$ cat src/rtl/mcif_read_ig_bpt8_if.sv
// Request/transaction bundle for the client-8 read-ingress burst-partition tracker.
// Handshake rule for both ports: a beat transfers on a clock edge where valid && ready; the source holds valid and payload stable until that edge.
interface mcif_read_ig_bpt8_if;
    logic        dma2bpt_req_valid;
    logic [76:0] dma2bpt_req_pd;
    logic        dma2bpt_req_ready;
    logic        bpt2arb_req8_valid;
    logic [74:0] bpt2arb_req8_pd;
    logic        bpt2arb_req8_ready;
    logic        rd_atoms_ret_vld;
    logic [3:0]  rd_atoms_ret;

    // Environment side: issues requests, accepts transactions, returns buffer atoms.
    modport master (
        output dma2bpt_req_valid, dma2bpt_req_pd, bpt2arb_req8_ready, rd_atoms_ret_vld, rd_atoms_ret,
        input  dma2bpt_req_ready, bpt2arb_req8_valid, bpt2arb_req8_pd
    );

    // Tracker side.
    modport slave (
        input  dma2bpt_req_valid, dma2bpt_req_pd, bpt2arb_req8_ready, rd_atoms_ret_vld, rd_atoms_ret,
        output dma2bpt_req_ready, bpt2arb_req8_valid, bpt2arb_req8_pd
    );
endinterface

$ cat src/rtl/mcif_read_ig_bpt8.sv
// Splits one DMA read request into <=8-atom, 256B-contained transactions for MCIF client 8.
// Optional latency-credit throttling is enabled by defining MCIF_READ_IG_BPT8_LAT_CREDIT_EN.
module mcif_read_ig_bpt8 #(
    parameter logic [3:0] AXID        = 4'd8,
    parameter int         LAT_ENTRIES = 64
) (
    input  logic                      nvdla_core_clk,
    input  logic                      nvdla_core_rstn,
    mcif_read_ig_bpt8_if.slave        bpt_if,
    output logic                      o_dbg_state
);
    typedef enum logic {ST_IDLE = 1'b0, ST_SPLIT = 1'b1} state_t;

    state_t      r_state;
    logic [63:0] r_cur_addr;
    logic [13:0] r_remain;
    logic        r_valid;
    logic [74:0] r_pd;

    logic        w_hs;
    logic [3:0]  w_cur_n;
    logic [63:0] w_adv_addr;
    logic [13:0] w_adv_remain;
    logic [63:0] w_src_addr;
    logic [13:0] w_src_remain;
    logic        w_src_first;
    logic [3:0]  w_room;
    logic [3:0]  w_src_n;
    logic [3:0]  w_src_nm1;
    logic        w_src_last;
    logic [74:0] w_src_pd;
    logic [3:0]  w_chk_n;
    logic        w_credit_ok;

    assign w_hs         = r_valid & bpt_if.bpt2arb_req8_ready;
    assign w_cur_n      = {1'b0, r_pd[70:68]} + 4'd1;
    assign w_adv_addr   = r_cur_addr + {55'd0, w_cur_n, 5'd0};
    assign w_adv_remain = r_remain - {10'd0, w_cur_n};

    // The "source" is the transaction to be registered next: a fresh request in IDLE, the advanced pointer in SPLIT.
    assign w_src_first  = (r_state == ST_IDLE);
    assign w_src_addr   = w_src_first ? {bpt_if.dma2bpt_req_pd[63:5], 5'd0} : w_adv_addr;
    assign w_src_remain = w_src_first ? ({1'b0, bpt_if.dma2bpt_req_pd[76:64]} + 14'd1) : w_adv_remain;
    assign w_room       = 4'd8 - {1'b0, w_src_addr[7:5]};
    assign w_src_n      = (w_src_remain < {10'd0, w_room}) ? w_src_remain[3:0] : w_room;
    assign w_src_nm1    = w_src_n - 4'd1;
    assign w_src_last   = (w_src_remain == {10'd0, w_src_n});
    assign w_src_pd     = {w_src_first, w_src_last, w_src_n[0], w_src_addr[5], w_src_nm1[2:0], w_src_addr, AXID};

    // A stalled-but-not-yet-valid transaction re-checks its own size; otherwise the next one is checked.
    assign w_chk_n = ((r_state == ST_SPLIT) && !w_hs) ? w_cur_n : w_src_n;

`ifdef MCIF_READ_IG_BPT8_LAT_CREDIT_EN
    localparam logic [7:0] LP_LAT = LAT_ENTRIES[7:0];

    logic [7:0] r_credit;
    logic [9:0] w_credit_full;
    logic [7:0] w_credit_next;

    assign w_credit_full = {2'd0, r_credit}
                         + (bpt_if.rd_atoms_ret_vld ? {6'd0, bpt_if.rd_atoms_ret} : 10'd0)
                         - (w_hs ? {6'd0, w_cur_n} : 10'd0);
    assign w_credit_next = (w_credit_full > {2'd0, LP_LAT}) ? LP_LAT : w_credit_full[7:0];
    assign w_credit_ok   = (w_credit_next >= {4'd0, w_chk_n});

    always_ff @(posedge nvdla_core_clk or negedge nvdla_core_rstn) begin
        if (!nvdla_core_rstn) begin
            r_credit <= LP_LAT;
        end else begin
            r_credit <= w_credit_next;
        end
    end

    always_ff @(posedge nvdla_core_clk) begin
        if (nvdla_core_rstn) begin
            assert (w_credit_full <= {2'd0, LP_LAT})
                else $error("bpt8 credit overflow: %0d > %0d", w_credit_full, LP_LAT);
        end
    end
`else
    logic w_unused_ret;
    assign w_unused_ret = ^{bpt_if.rd_atoms_ret_vld, bpt_if.rd_atoms_ret, w_chk_n};
    assign w_credit_ok  = 1'b1;
`endif

    always_ff @(posedge nvdla_core_clk or negedge nvdla_core_rstn) begin
        if (!nvdla_core_rstn) begin
            r_state    <= ST_IDLE;
            r_cur_addr <= 64'd0;
            r_remain   <= 14'd0;
            r_valid    <= 1'b0;
            r_pd       <= 75'd0;
        end else begin
            case (r_state)
                ST_IDLE: begin
                    if (bpt_if.dma2bpt_req_valid) begin
                        r_cur_addr <= w_src_addr;
                        r_remain   <= w_src_remain;
                        r_pd       <= w_src_pd;
                        r_valid    <= w_credit_ok;
                        r_state    <= ST_SPLIT;
                    end
                end
                ST_SPLIT: begin
                    if (w_hs) begin
                        if (r_pd[73]) begin
                            r_valid <= 1'b0;
                            r_state <= ST_IDLE;
                        end else begin
                            r_cur_addr <= w_adv_addr;
                            r_remain   <= w_adv_remain;
                            r_pd       <= w_src_pd;
                            r_valid    <= w_credit_ok;
                        end
                    end else if (!r_valid) begin
                        r_valid <= w_credit_ok;
                    end
                end
                default: r_state <= ST_IDLE;
            endcase
        end
    end

    assign bpt_if.dma2bpt_req_ready  = (r_state == ST_IDLE);
    assign bpt_if.bpt2arb_req8_valid = r_valid;
    assign bpt_if.bpt2arb_req8_pd    = r_pd;
    assign o_dbg_state               = (r_state == ST_SPLIT);
endmodule

$ cat src/flat_wrapper.sv
// flat-port wrapper written by rule: the top's interface ports become plain ports
module mcif_read_ig_bpt8_flat 
#(
    parameter logic [3:0] AXID        = 4'd8,
    parameter int         LAT_ENTRIES = 64
)
  (nvdla_core_clk, nvdla_core_rstn, o_dbg_state, bpt_if_dma2bpt_req_valid, bpt_if_dma2bpt_req_pd, bpt_if_bpt2arb_req8_ready, bpt_if_rd_atoms_ret_vld, bpt_if_rd_atoms_ret, bpt_if_dma2bpt_req_ready, bpt_if_bpt2arb_req8_valid, bpt_if_bpt2arb_req8_pd);
  mcif_read_ig_bpt8_if bpt_if_i ();
  input  logic nvdla_core_clk;
  input  logic nvdla_core_rstn;
  output logic o_dbg_state;
  input wire logic [$bits(bpt_if_i.dma2bpt_req_valid)-1:0] bpt_if_dma2bpt_req_valid;
  input wire logic [$bits(bpt_if_i.dma2bpt_req_pd)-1:0] bpt_if_dma2bpt_req_pd;
  input wire logic [$bits(bpt_if_i.bpt2arb_req8_ready)-1:0] bpt_if_bpt2arb_req8_ready;
  input wire logic [$bits(bpt_if_i.rd_atoms_ret_vld)-1:0] bpt_if_rd_atoms_ret_vld;
  input wire logic [$bits(bpt_if_i.rd_atoms_ret)-1:0] bpt_if_rd_atoms_ret;
  output wire logic [$bits(bpt_if_i.dma2bpt_req_ready)-1:0] bpt_if_dma2bpt_req_ready;
  output wire logic [$bits(bpt_if_i.bpt2arb_req8_valid)-1:0] bpt_if_bpt2arb_req8_valid;
  output wire logic [$bits(bpt_if_i.bpt2arb_req8_pd)-1:0] bpt_if_bpt2arb_req8_pd;
  assign bpt_if_i.dma2bpt_req_valid = bpt_if_dma2bpt_req_valid;
  assign bpt_if_i.dma2bpt_req_pd = bpt_if_dma2bpt_req_pd;
  assign bpt_if_i.bpt2arb_req8_ready = bpt_if_bpt2arb_req8_ready;
  assign bpt_if_i.rd_atoms_ret_vld = bpt_if_rd_atoms_ret_vld;
  assign bpt_if_i.rd_atoms_ret = bpt_if_rd_atoms_ret;
  assign bpt_if_dma2bpt_req_ready = bpt_if_i.dma2bpt_req_ready;
  assign bpt_if_bpt2arb_req8_valid = bpt_if_i.bpt2arb_req8_valid;
  assign bpt_if_bpt2arb_req8_pd = bpt_if_i.bpt2arb_req8_pd;
  mcif_read_ig_bpt8 #(.AXID(AXID), .LAT_ENTRIES(LAT_ENTRIES)) u_core (.nvdla_core_clk(nvdla_core_clk), .nvdla_core_rstn(nvdla_core_rstn), .bpt_if(bpt_if_i), .o_dbg_state(o_dbg_state));
endmodule
$ cat config.mk
export PLATFORM = sky130hd
export DESIGN_NAME = mcif_read_ig_bpt8_flat
export DESIGN_NICKNAME = d
export VERILOG_FILES = /design/src/rtl/mcif_read_ig_bpt8_if.sv /design/src/rtl/mcif_read_ig_bpt8.sv /design/src/flat_wrapper.sv
export SDC_FILE = /design/constraint.sdc
export NUM_CORES = 1
export LEC_CHECK = 0
export CAP_MARGIN = 25
export CORE_MARGIN = 8
export CORE_UTILIZATION = 51
export DETAILED_ROUTE_END_ITERATION = 6
export GPL_TIMING_DRIVEN = 0
export MAX_ROUTING_LAYER = met4
export PLACE_DENSITY = 0.78
export SLEW_MARGIN = 20
export SYNTH_ARGS = -nofsm -noshare
export SYNTH_HDL_FRONTEND = slang
export SYNTH_SLANG_ARGS = --single-unit
$ cat constraint.sdc
create_clock -name nvdla_core_clk -period 4.65 [get_ports nvdla_core_clk]
set_input_delay 0.93 -clock nvdla_core_clk [delete_from_list [all_inputs] [get_ports nvdla_core_clk]]
set_output_delay 0.93 -clock nvdla_core_clk [all_outputs]
set_load 0.03 [all_outputs]
-- Yosys cells after proc, flatten, opt, wreduce, memory -nomap -nowiden
Index checks and enable logic that the tools add are counted.
- register bits after elaboration: 155
- input bits: 86
- output and inout port bits: 78
- logic and storage cells: 42
- add/sub/neg operators: 6
- order comparisons: 1
- eq/ne operators: 4
- mux-type cells: 21
- bitwise operators: 2
- reductions and logical operators: 2
- operator list (kind ; number):
    $mux W64 ; 4
    $mux W75 ; 3
    $pmux W75 S2 ; 1
    $pmux W64 S2 ; 1
    $add A64 B9 Y64 ; 1
    $mux W14 ; 4
    $pmux W14 S2 ; 1
    $add A13 B1 Y14 const B ; 1
    $eq A14 B4 Y1 ; 1
    $lt A14 B4 Y1 ; 1
    $sub A14 B4 Y14 ; 1
    $ne A2 B2 Y1 const B ; 3
    $add A3 B1 Y4 const B ; 1
    $mux W1 ; 4
    $mux W4 ; 1
    $pmux W1 S2 ; 2
    $sub A4 B3 Y4 const A ; 1
    $reduce_and A3 Y1 ; 1
    $sub A3 B1 Y3 const B ; 1
    $reduce_and A2 Y1 ; 1
    $and A1 B1 Y1 ; 1
    $not A1 Y1 ; 1

-- Longest topological paths before layout
- depth in word-level cells: 10
- mapped depth: 18
- gate-level depth less buffers: 18

-- Worst setup path after synthesis
OpenSTA, ideal clock, no wires.
- path type: reg-to-reg
- start: register u_core.r_state, in the netlist u_core.o_dbg_state
- end: register u_core.r_pd[70], in the netlist u_core.bpt_if.bpt2arb_req8_pd[70]
- library setup time: 69 ps
- arrival time: 4192 ps
- data required time: 4581 ps
- path slack: 390 ps
- cell stages (with the launch flop): 18
- buffers on the path: 3
- path through: dfrtp_1 clkbuf_1 clkbuf_1 clkbuf_1 mux2i_1 ha_1 inv_1 ha_1 o21a_1 o21ai_0 nand2b_1 a21oi_1 inv_1 nor3_4 mux2_2 ha_1 or4_1 nand3_1
- cells in the longest elaborated chain, start to end: 8
- elaborated cells on any way between the ends: 15
- RTL lines (what ; RTL line ; source):
    start: declaration ; mcif_read_ig_bpt8.sv:14 ; state_t r_state;
    start signal: assignment ; mcif_read_ig_bpt8.sv:88 ; r_state <= ST_IDLE;
    start signal: assignment ; mcif_read_ig_bpt8.sv:101 ; r_state <= ST_SPLIT;
    start signal: assignment ; mcif_read_ig_bpt8.sv:108 ; r_state <= ST_IDLE;
    $mux W64 ; mcif_read_ig_bpt8.sv:42 ; assign w_src_addr = w_src_first ? {bpt_if.dma2bpt_req_pd[63:5], 5'd0} : w_adv_addr;
    $sub A4 B3 Y4 ; mcif_read_ig_bpt8.sv:44 ; assign w_room = 4'd8 - {1'b0, w_src_addr[7:5]};
    $lt A14 B4 Y1 ; mcif_read_ig_bpt8.sv:45 ; assign w_src_n = (w_src_remain < {10'd0, w_room}) ? w_src_remain[3:0] : w_room;
    $mux W4 ; mcif_read_ig_bpt8.sv:45 ;
    $sub A3 B1 Y3 ; mcif_read_ig_bpt8.sv:46 ; assign w_src_nm1 = w_src_n - 4'd1;
    $mux W75 ; mcif_read_ig_bpt8.sv:106 ; if (r_pd[73]) begin
    $mux W75 ; mcif_read_ig_bpt8.sv:105 ; if (w_hs) begin
    $pmux W75 S2 ; mcif_read_ig_bpt8.sv:94 ; case (r_state)
    end signal: assignment ; mcif_read_ig_bpt8.sv:99 ; r_pd <= w_src_pd;
    end signal: assignment ; mcif_read_ig_bpt8.sv:112 ; r_pd <= w_src_pd;
    end: declaration ; mcif_read_ig_bpt8.sv:18 ; logic [74:0] r_pd;
Several ways; a longest one is shown, not always the timed one. The select of a mux whose other input is x is not followed.
A chain may end at the register's enable or synchronous reset.

-- Worst setup path after layout
- start: register u_core.r_pd[68], in the netlist u_core.bpt_if.bpt2arb_req8_pd[68]
- end: register u_core.r_pd[70], in the netlist u_core.bpt_if.bpt2arb_req8_pd[70]
- cells in the longest elaborated chain, start to end: 10
- elaborated cells on any way between the ends: 13
- RTL lines (what ; RTL line ; source):
    $add A3 B1 Y4 * ; mcif_read_ig_bpt8.sv:36 ; assign w_cur_n = {1'b0, r_pd[70:68]} + 4'd1;
    $add A64 B9 Y64 ; mcif_read_ig_bpt8.sv:37 ; assign w_adv_addr = r_cur_addr + {55'd0, w_cur_n, 5'd0};
    $mux W64 ; mcif_read_ig_bpt8.sv:42 ;
    $sub A4 B3 Y4 ; mcif_read_ig_bpt8.sv:44 ;
    $lt A14 B4 Y1 ; mcif_read_ig_bpt8.sv:45 ;
    $mux W4 * ; mcif_read_ig_bpt8.sv:45 ;
    $sub A3 B1 Y3 * ; mcif_read_ig_bpt8.sv:46 ;
    $mux W75 ; mcif_read_ig_bpt8.sv:106 ;
    $mux W75 ; mcif_read_ig_bpt8.sv:105 ;
    $pmux W75 S2 * ; mcif_read_ig_bpt8.sv:94 ;
Every way passes the cells marked *; elsewhere a longest branch is shown, timed or not. The select of a mux whose other input is x is not followed.

==> tab_implementation.tex <==
\begin{tabular}{lr}
\hline
Metric & Value \\
\hline
\multicolumn{2}{l}{\textbf{Logic synthesis}} \\
\quad Top\_reg\_cell synth & dfrtp\_1 \\
\quad Fraction of registers with async set or reset after synthesis & 1.00 \\
\quad Cell area after synthesis & between 8000 and 9000 sq um \\
\quad Synth top area share & 0.431 \\
\quad Number of enable-type register cells in the synthesized netlist & 0 \\
\quad Distinct cell type count after synthesis & 52 \\
\quad Fraction of the yosys area taken by sequential cells & 0.431 \\
\quad Synth Register Bits & around 150 \\
\quad Top-count cell post-synth & dfrtp\_1 \\
\quad Number of standard cells after synthesis & roughly 1000 \\
\quad Most frequent cells after synthesis & 151 x dfrtp\_1, 100 x nand2\_1, 98 x a21oi\_1 \\
\quad Synth warn & 0 \\
\quad Synthesized area per cell & a little under 9 sq um \\
\quad Biggest area contributors in the synthesized netlist & dfrtp\_1 43\%, a21oi\_1 5.6\%, o21ai\_0 5.5\%, xnor2\_1 5.4\%, nand2\_1 4.3\% \\
\quad Largest area contributor in the netlist & dfrtp\_1 \\
\multicolumn{2}{l}{\textbf{Timing}} \\
\quad Total setup violations reported at the end of the flow & 0 \\
\quad Final period demand of the worst path & approximately 4.4 ns \\
\quad Worst setup skew after layout & 0.00942 ns \\
\quad Setup repair after global routing missed its margin & no \\
\quad Worst rel slew slack & 0.310 \\
\quad Max-slew violations & 0 \\
\quad Sum of negative setup slack & 0 ns \\
\quad Slew of the pin with the lowest slew margin & around 1.0 ns \\
\quad Endpoints failing hold & 0 \\
\quad Fin crit share & 0.948 \\
\quad Timing-limited maximum frequency & $\sim$230 MHz \\
\multicolumn{2}{l}{\textbf{Hold path}} \\
\quad Worst min-delay path class & flip-flop to flip-flop \\
\multicolumn{2}{l}{\textbf{Place}} \\
\quad \# port buffers & 150 \\
\quad Routability Congestion & around 0.9 \\
\quad Placed cell area & about 11000 sq um \\
\quad Dpl hpwl & 20.1 mm \\
\quad Dpl cells & about 1400 \\
\multicolumn{2}{l}{\textbf{Route}} \\
\quad Average wire per cell in the routed design & roughly 20 um \\
\quad Post-detailed-route via-to-cell ratio & roughly 6.0 \\
\quad Via count of the routed design & roughly 8500 \\
\quad First-pass DRT Iterations & 5 \\
\quad Count of routing violations after the opening detailed-route iteration & about 920 \\
\quad Post-Route WL & 28.0 mm \\
\quad Number of nets with antenna violations after routing & 0 \\
\quad DRC violation count after routing & 0 \\
\multicolumn{2}{l}{\textbf{Critical path}} \\
\quad CP max stage delay & $\sim$0.53 ns \\
\quad Biggest fanout along the worst timing path & 5 \\
\quad Data arrival, critical path & around 4.8 ns \\
\quad Startpoint-to-endpoint class of the critical path & flip-flop to flip-flop \\
\quad CP startpoint kind & flip-flop \\
\quad Critical path buffer and inverter count & 2 \\
\quad Endpoint class of the critical path & flip-flop \\
\quad Data required time of the worst path & $\sim$5.0 ns \\
\quad Critical path's most frequent cell & ha\_1 \\
\quad Gate family responsible for the most delay along the worst path & adder cells \\
\quad Critical path, cell by cell & ha\_2, fa\_1, mux2i\_2, ha\_1, inv\_1, ha\_1, o21a\_1, o21ai\_0, nand2b\_1, a21oi\_1, inv\_1, nor3\_4, mux2\_2, ha\_1, or4\_1, nand3\_1 \\
\quad Crit path max-delay cell type & or4\_1 \\
\multicolumn{2}{l}{\textbf{GRT}} \\
\quad Global-route total usage across every layer & 0.265 \\
\quad Remaining global-route overflow & 0 \\
\quad Largest net degree at the start of global routing & 80 \\
\quad Vias in the first global route & roughly 8300 \\
\quad Wire length of the first global-routing pass & between 40 and 50 mm \\
\quad Number of antenna violations at the first check in global routing & 0 \\
\multicolumn{2}{l}{\textbf{Die}} \\
\quad Starting density of the core & 0.515 \\
\quad Die footprint & about 22000 sq um \\
\quad Die height & 147 um \\
\quad CORE AREA & roughly 17000 sq um \\
\quad Row count & 48 \\
\quad Horizontal extent of the die & approximately 150 um \\
\quad I/O pin cnt & 164 \\
\multicolumn{2}{l}{\textbf{Layout}} \\
\quad Area of all placed cells without fillers & 11200 sq um \\
\quad Layout overhead on the synthesized area & 27.9\% \\
\quad Register cell area after layout & 3780 sq um \\
\quad Nets & between 1000 and 1500 \\
\quad Footprint of the multi-input gates & between 4000 and 5000 sq um \\
\quad Filler Cell Count & about 1500 \\
\quad Inserted Diodes & 0 \\
\quad Non-filler instance count after layout & 1405 \\
\quad Share of final-layout standard cells stronger than drive strength 1 & 0.0508 \\
\multicolumn{2}{l}{\textbf{Pwr}} \\
\quad Pwr per Cell Area & between 700 and 800 nW/um\^{}2 \\
\quad Max IR drop VDD & $\sim$0.45 mV \\
\quad Final total power & between 8 and 9 mW \\
\quad Static power due to leakage & 4.94 nW \\
\multicolumn{2}{l}{\textbf{Clock tree}} \\
\quad CTS Buf Count & 17 \\
\quad CTS clock-pin slew for the worst setup and hold paths & around 0.060 ns \\
\quad CTS max path bufs & 2 \\
\quad TritonCTS Sinks & roughly 150 \\
\quad TritonCTS clock tree & built \\
\quad Root buf cell & clkbuf\_16 \\
\quad Maximum level of the CTS H-tree & 4 \\
\quad Insertion delay to the later sink of the worst-skew pair & roughly 0.44 ns \\
\quad Buffer count from post-CTS setup fixing & 0 \\
\multicolumn{2}{l}{\textbf{Status}} \\
\quad Outcome & completed \\
\multicolumn{2}{l}{\textbf{Run}} \\
\quad Total of max-cap violations & 0 \\
\hline
\end{tabular}
[cells in the final DEF (no fill, tap or decap), types with 4 or more instances in the layout]
cell type / instances
nand4_1: 12
clkbuf_16: 17
xor2_1: 30
buf_4: 4
mux2i_1: 30
and4_1: 9
clkdlybuf4s50_1: 149
o21ai_0: 94
inv_1: 14
buf_1: 4
a21o_1: 30
mux2_2: 4
nor3_1: 12
nand2_1: 100
dfrtp_1: 151
xnor2_1: 53
a21oi_1: 96
ha_1: 14
nor4_1: 5
nor2_1: 52
clkbuf_1: 61
and3_1: 34
o22ai_1: 47
and2_1: 10
or3_1: 4
o21a_1: 9
nand3_1: 66
a211oi_1: 7
clkinvlp_4: 4
[where the power goes]
group          switching, mW  total (mW)  internal, mW  leakage (nW)
Combinational           2.73        4.61          1.88          2.66
Clock                  0.570        1.44         0.867         0.287
Sequential             0.462        2.25          1.78          1.99
[registers in the layout, summed over array words and instances (netlist names)]
register,cells
u_core.bpt_if.bpt2arb_req8_valid,1
u_core.o_dbg_state,1
u_core.bpt_if.bpt2arb_req8_pd,71
u_core.r_remain,14
u_core.r_cur_addr,64
[worst paths after layout]
| check | slack (ns) | startpoint | cells after the start | end |
|---|---|---|---|---|
| max | 0.24 | u_core.bpt_if.bpt2arb_req8_pd[68]$_DFFE_PN0P_ | 16 | u_core.bpt_if.bpt2arb_req8_pd[70]$_DFFE_PN0P_ |
| max reg2reg | 0.24 | u_core.bpt_if.bpt2arb_req8_pd[68]$_DFFE_PN0P_ | 16 | u_core.bpt_if.bpt2arb_req8_pd[70]$_DFFE_PN0P_ |
| min | 0.47 | u_core.bpt_if.bpt2arb_req8_pd[3]$_DFFE_PN0P_ | 1 | u_core.bpt_if.bpt2arb_req8_pd[3]$_DFFE_PN0P_ |
| min reg2reg | 0.47 | u_core.bpt_if.bpt2arb_req8_pd[3]$_DFFE_PN0P_ | 1 | u_core.bpt_if.bpt2arb_req8_pd[3]$_DFFE_PN0P_ |
| min in group asynchronous | 0.48 | nvdla_core_rstn | 1 | u_core.bpt_if.bpt2arb_req8_pd[24]$_DFFE_PN0P_ |
| max in group asynchronous | 3.35 | nvdla_core_rstn | 2 | u_core.bpt_if.bpt2arb_req8_pd[63]$_DFFE_PN0P_ |
[through the flow]
stage                     utilization  setup WS, ns  hold slack, ns
after global routing            0.658        0.0295           0.499
after detailed placement        0.621        -0.191           0.458
after floorplan                     -         0.390           0.445
final                           0.658         0.240           0.469
after global placement          0.620         -3.70           0.451
after CTS                       0.657         0.132           0.475
[cells by family (layout without fill, tap and decap cells)]
group | Yosys count | after routing | synth area share
compound gates | 299 | 299 | 0.196
xor+xnor | 84 | 84 | 0.0838
fa+ha+maj | 17 | 17 | 0.0259
buf+inv | 90 | 271 | 0.0413
flops | 151 | 151 | 0.431
mux | 35 | 35 | 0.0405
other cells | 1 | 3 | 0.000427
simple gates | 320 | 320 | 0.182
[cell type report]
| type | count | share of cell area |
|---|---|---|
| tap | 225 | 0.0251 |
| buffer | 74 | 0.0272 |
| clock buffer | 19 | 0.0403 |
| multi-input combinational | 758 | 0.416 |
| sequential | 151 | 0.337 |
| inverter | 15 | 0.00502 |
| timing repair buffer | 151 | 0.137 |
| clock inverter | 12 | 0.0136 |
[timing repair]
item	4_1_cts	5_1_grt
pin swaps	0	0
hold buffers	0	0
endpoints found under the setup margin	1	1
gates resized for setup	2	7
[per-layer routing]
layer	global-route usage	up-vias	share of wire
met5	-	-	0
met3	0.0569	73	0.084
met2	0.397	412	0.46
met1	0.340	4070	0.42
li1	-	3905	-
met4	0.117	0	0.031
Note: power is estimated with default switching activity, not from simulation.
